==> config.mk <==
export PLATFORM = sky130hd
export DESIGN_NAME = ti_share_compress_gf4
export DESIGN_NICKNAME = d
export VERILOG_FILES = /design/src/rtl/ti_share_compress_gf4.sv
export SDC_FILE = /design/constraint.sdc
export NUM_CORES = 1
export LEC_CHECK = 0
export ABC_AREA = 1
export BUFFER_PORTS_ARGS = -buffer_cell sky130_fd_sc_hd__buf_2
export CAP_MARGIN = 10
export CORE_UTILIZATION = 35
export DETAILED_ROUTE_END_ITERATION = 7
export GPL_ROUTABILITY_DRIVEN = 1
export PLACE_DENSITY = 0.61
export SLEW_MARGIN = 20
export SYNTH_ARGS = -nofsm -noshare
export SYNTH_HDL_FRONTEND = slang
export SYNTH_SLANG_ARGS = --single-unit
==> constraint.sdc <==
create_clock -name ClkxCI -period 1.4 [get_ports ClkxCI]
set_clock_uncertainty 0.15 [all_clocks]
set_input_delay 0.07 -clock ClkxCI [delete_from_list [all_inputs] [get_ports ClkxCI]]
set_output_delay 0.07 -clock ClkxCI [all_outputs]
set_load 0.01 [all_outputs]
==> src/rtl/ti_share_compress_gf4.sv <==
// Two-stage share compressor: four GF(2^4) product shares in, two remasked shares out.
// S1 is a pure latch of the inputs so no share recombination happens before a register.
module ti_share_compress_gf4 #(
    parameter int unsigned CNT_W = 8
) (
    input  logic             ClkxCI,
    input  logic             RstxBI,
    input  logic [3:0]       QxDI0,
    input  logic [3:0]       QxDI1,
    input  logic [3:0]       QxDI2,
    input  logic [3:0]       QxDI3,
    input  logic [3:0]       MaskxDI,
    input  logic             InValidxSI,
    output logic             InReadyxSO,
    output logic [3:0]       ZxDO0,
    output logic [3:0]       ZxDO1,
    output logic             OutValidxSO,
    input  logic             OutReadyxSI,
    output logic [CNT_W-1:0] BeatCntxDO
);

    logic [3:0]       q0_q, q1_q, q2_q, q3_q, m_q;
    logic             v1_q;
    logic [3:0]       z0_q, z1_q;
    logic             v2_q;
    logic [CNT_W-1:0] cnt_q;

    logic             adv2;
    logic             in_ready;
    logic             fire_in;
    logic [3:0]       z0_d, z1_d;

    localparam logic [CNT_W-1:0] CntOne = {{(CNT_W-1){1'b0}}, 1'b1};

    // Ready is combinational from OutReadyxSI so a full pipe can shift in one cycle.
    always_comb begin
        adv2     = ~v2_q | OutReadyxSI;
        in_ready = ~v1_q | adv2;
        fire_in  = InValidxSI & in_ready;
        z0_d     = q0_q ^ q1_q ^ m_q;
        z1_d     = q2_q ^ q3_q ^ m_q;
    end

    always_ff @(posedge ClkxCI or negedge RstxBI) begin
        if (!RstxBI) begin
            v1_q <= 1'b0;
            q0_q <= 4'h0;
            q1_q <= 4'h0;
            q2_q <= 4'h0;
            q3_q <= 4'h0;
            m_q  <= 4'h0;
        end else if (in_ready) begin
            v1_q <= InValidxSI;
            if (InValidxSI) begin
                q0_q <= QxDI0;
                q1_q <= QxDI1;
                q2_q <= QxDI2;
                q3_q <= QxDI3;
                m_q  <= MaskxDI;
            end
        end
    end

    always_ff @(posedge ClkxCI or negedge RstxBI) begin
        if (!RstxBI) begin
            v2_q <= 1'b0;
            z0_q <= 4'h0;
            z1_q <= 4'h0;
        end else if (adv2) begin
            v2_q <= v1_q;
            if (v1_q) begin
                z0_q <= z0_d;
                z1_q <= z1_d;
            end
        end
    end

    always_ff @(posedge ClkxCI or negedge RstxBI) begin
        if (!RstxBI) begin
            cnt_q <= '0;
        end else if (fire_in) begin
            cnt_q <= cnt_q + CntOne;
        end
    end

    assign InReadyxSO  = in_ready;
    assign ZxDO0       = z0_q;
    assign ZxDO1       = z1_q;
    assign OutValidxSO = v2_q;
    assign BeatCntxDO  = cnt_q;

endmodule

# Yosys cells after proc, flatten, opt, wreduce, memory -nomap -nowiden
# Index checks and enable logic that the tools add are counted.
dict set report totals {
  ramBits 0
  ff_bits 38
  mem_bits_ro 0
  latch_bits 0
  memories 0
}
dict set report op_classes {
  n_shift 0
  order_cmp 0
  reduce_logical 2
  mux 0
  n_mul 0
  n_bitwise 9
  div 0
  n_eq_ne 0
  n_addsub 1
}
# op n
set ops {}
lappend ops {{$xor A4 B4 Y4} 4}
lappend ops {{$add A8 B1 Y8 const B} 1}
lappend ops {{$reduce_and A2 Y1} 2}
lappend ops {{$not A1 Y1} 2}
lappend ops {{$or A1 B1 Y1} 2}
lappend ops {{$and A1 B1 Y1} 1}

# Logic depth before layout (Yosys ltp)
dict set report depth {
  depth_word 4
  ltp_mapped 8
  mapped_depth_nobuf 7
}

# Worst setup path after synthesis
# OpenSTA, ideal clock, no wires.
dict set report synth_path {
  kind {flip-flop to flip-flop}
  start {register cnt_q[0], in the netlist BeatCntxDO[0]}
  end {register cnt_q[6], in the netlist BeatCntxDO[6]}
  path_slack_ns 0.141
  path_stages_with_launch 7
  arrival_ns 0.993
  setup_ns 0.116
  synth_period_minus_slack_ns 1.259
  path_cell_list {dfrtp_1 ha_1 nand3_1 o21bai_1 nand2_1 nand2_1 nand2_1}
}
dict set report synth_between {
  elab_chain_len 1
}
# element line_no
set synth_rtl {}
lappend synth_rtl {{from (decl)} 26} ;# logic [CNT_W-1:0] cnt_q;
lappend synth_rtl {{from (signal assigned)} 82} ;# cnt_q <= cnt_q + CntOne;
lappend synth_rtl {{$add A8 B1 Y8} 82}
# Every way passes these cells.
# A chain may end at the register's enable or synchronous reset.

# Worst setup path in the final report
dict set report layout_path {
  start {input OutReadyxSI}
  end {register q0_q[2]}
}
dict set report layout_between {
  elab_chain_len 3
}
# element line_no
set layout_rtl {}
lappend layout_rtl {{from (decl)} 18} ;# input logic OutReadyxSI,
lappend layout_rtl {{$or A1 B1 Y1} 37} ;# adv2 = ~v2_q | OutReadyxSI;
lappend layout_rtl {{$or A1 B1 Y1} 38} ;# in_ready = ~v1_q | adv2;
lappend layout_rtl {{$reduce_and A2 Y1 (no line)} n/a}
lappend layout_rtl {{to (signal assigned)} 55} ;# q0_q <= QxDI0;
lappend layout_rtl {{to (decl)} 22} ;# logic [3:0] q0_q, q1_q, q2_q, q3_q, m_q;
# Every way passes these cells.

==> run_results.csv <==
group,metric,value,unit
synthesis,synth.distinct_cells,17,
synthesis,postSynthCellCount,221,
die,num_io_pins,42,
sta,rsz0062_at_grt,"false",
global_route,grt_pass1_vias,1557,
cells_and_area,fin_nets,322,
outcome,status,"complete, no violations",
die,start_util,0.375,
global_route,grt_max_degree,39,
synthesis,synth_area_leader_cell,"dfrtp_1",
routing,vias,1568,
sta,timing.final.crit_share,0.958,
setup_path,path_class,"input port to flip-flop",
synthesis,yosys_warnings,0,
synthesis,syn_nets,246,
routing,totalWireLength,3900,um
sta,maxSlewViolCount,0,
run,drv_cap,0,
clock_network,tritoncts,"done",
sta,fmax,0.746,GHz
cells_and_area,syn_to_final_growth,38.4,%
sta,setup-tns-final,0,ps
setup_path,cp_slowest_stage_delay,540,ps
sta,maxSlewHeadroom,0.680,
routing,avgViaCountPerCell,4.30,
clock_network,cts_max_level,2,
placement,pre_cts_ws,92.1,ps
setup_path,cp_data_required_time,1430,ps
setup_path,worstPathArrival,1380,ps
sta,period_needed,1340,ps
clock_network,clkTransAtPathRegs,70,ps
die,die_w,74.3,um
sta,worst_slew_pin_slew,480,ps
setup_path,critPathLaunchType,"input port",
synthesis,ys_ff_latch,38,
setup_path,end_kind,"flip-flop",
setup_path,path_cells,"dlygate4sd3_1 -> buf_2 -> inv_2 -> nand3_2 -> nand2_4 -> inv_8 -> buf_12 -> nand2_1 -> o21ai_2",
clock_network,cts_num_sinks,38,
clock_network,cts_buffers,5,
placement,gp_congestion,0.749,
sta,setup_viol,0,
synthesis,async_flop_share,1.00,
routing,ant_nets,0,
setup_path,r2r_cells,6,
global_route,grt_use_total,0.160,
synthesis,synthTopCellsByCount,"nand2_1, dfrtp_1, inv_1, nand3_1, o21ai_2",
die,rows,25,
placement,dp_cells,331,
routing,firstDrtPassIters,4,
sta,whs,203,ps
placement,hpwl,2560,um
die,die-height,74.3,um
synthesis,yosys.area.top_type_share,0.520,
setup_path,crit_slowest_cell,"dlygate4sd3_1",
global_route,overflow,0,
global_route,antenna_found_initial,0,
power_and_ir_drop,power_density,1400,mW/mm2
global_route,grt_pass1_wl,6570,um
die,core_area,0.00488,mm2
power_and_ir_drop,power.leakage,1.34,nW
cells_and_area,n_antenna_cell,0,
clock_network,cts-root-buf,"clkbuf_8",
worst_hold_path,min_path_type,"input port to asynchronous set/reset pin",
clock_network,cts_buffer_depth,2,
sta,setup_ws,59.2,ps
die,dieArea,0.00552,mm2
synthesis,yosysSeqAreaShare,0.520,
placement,port_buffers,41,
clock_network,clock_latency,290,ps
power_and_ir_drop,vdd_drop_max,0.000894,V
setup_path,path_max_fanout,12,
synthesis,synth_area,0.00183,mm2
routing,drt_iter0_drc,64,
routing,detail_route.wl_per_cell,10.7,um
synthesis,synth_most_common_cell,"nand2_1",
synthesis,synth_edf_count,0,
sta,final_hold_viol_count,0,
cells_and_area,instances_no_fill,365,
synthesis,synth.avg_cell_area,8.27,um2
synthesis,synth_ff_type,"dfrtp_1",
routing,drc,0,
cells_and_area,final_layout_size_suffix_gt1_frac,0.279,
synthesis,ys_top_cells_by_area,"dfrtp_1, nand2_1, o21ai_2",
## what timing repair did
item,in CTS,in global routing
hold buffers,23,0
buffers inserted,0,2
endpoints found under the hold margin,60,0
gates resized for setup,0,8
endpoints found under the setup margin,0,19
## cells by family after synthesis
family,count (synthesis),share of synthesized area
AO/OA/AOI/OAI,17,0.0767
flip-flops,38,0.520
XOR/XNOR,4,0.0192
adder cells (fa/ha/maj),1,0.00684
AND/OR/NAND/NOR,134,0.304
buffers and inverters,27,0.0732
## critical path, delay by kind of cell
kind,cells,cell delay (ps)
buffers and inverters,5,930
AND/OR/NAND/NOR,3,320
AO/OA/AOI/OAI,1,50
## metal layers
layer | vias to the layer above | GRT usage | part of all wire
li1 | 832 | - | -
met1 | 702 | 0.201 | 0.50
met2 | 28 | 0.269 | 0.46
met3 | 6 | 0.0325 | 0.026
met4 | 0 | 0.0692 | 0.017
met5 | - | 0 | 0
## stage by stage
step	total power [W]	area [um2]	utilization
2_1_floorplan	0.00219	1830	-
3_3_place_gp	0.00257	2130	0.437
3_5_place_dp	0.00258	2130	0.437
4_1_cts	0.00355	2470	0.506
5_1_grt	0.00382	2530	0.518
6_report	0.00355	2530	0.518
## worst paths after layout
check	startpoint	endpoint	slack, ps
max in group asynchronous	RstxBI	q3_q[0]	550
min in group ClkxCI	ZxDO1[1]	ZxDO1[1]	320
worst min-delay path	RstxBI	q3_q[3]	200
worst max register to register	BeatCntxDO[0]	BeatCntxDO[6]	140
worst min register to register	ZxDO1[1]	ZxDO1[1]	320
worst max-delay path	OutReadyxSI	q0_q[2]	60
## layout make-up
cell class,instances,area [um2]
fill,491,2350
sequential,38,951
multi-input combinational,156,751
timing repair buffer,74,548
inverter,22,90.1
tap,67,83.8
clock buffer,7,76.3
clock inverter,1,30.0
## placed cells by master, fill, tap and decap left out
cell	n
clkbuf_16	1
nand3_2	1
nand2_1	100
dfrtp_1	38
buf_6	2
clkbuf_8	5
o21ai_0	2
buf_2	41
inv_1	20
buf_4	6
bufinv_16	1
o21ai_2	14
xnor2_1	4
nand2_4	1
inv_2	1
nand3_1	21
buf_12	1
nand2_2	4
nor2_1	4
o21bai_1	1
inv_8	1
or2_2	3
dlygate4sd3_1	23
clkbuf_1	2
ha_2	1
## report_power, final
group	internal, W	switching [W]	leakage (nW)	total, W
Sequential	0.00135	0.000176	0.469	0.00153
Combinational	0.000515	0.000598	0.822	0.00111
Clock	0.000533	0.000377	0.0524	0.000910
## sequential cells by signal, indices dropped and copies added (netlist names)
signal / count
OutValidxSO: 1
m_q: 4
v1_q: 1
ZxDO0: 4
q1_q: 4
ZxDO1: 4
q2_q: 4
q3_q: 4
BeatCntxDO: 8
q0_q: 4
No activity file was read; power rests on OpenSTA's default activity.
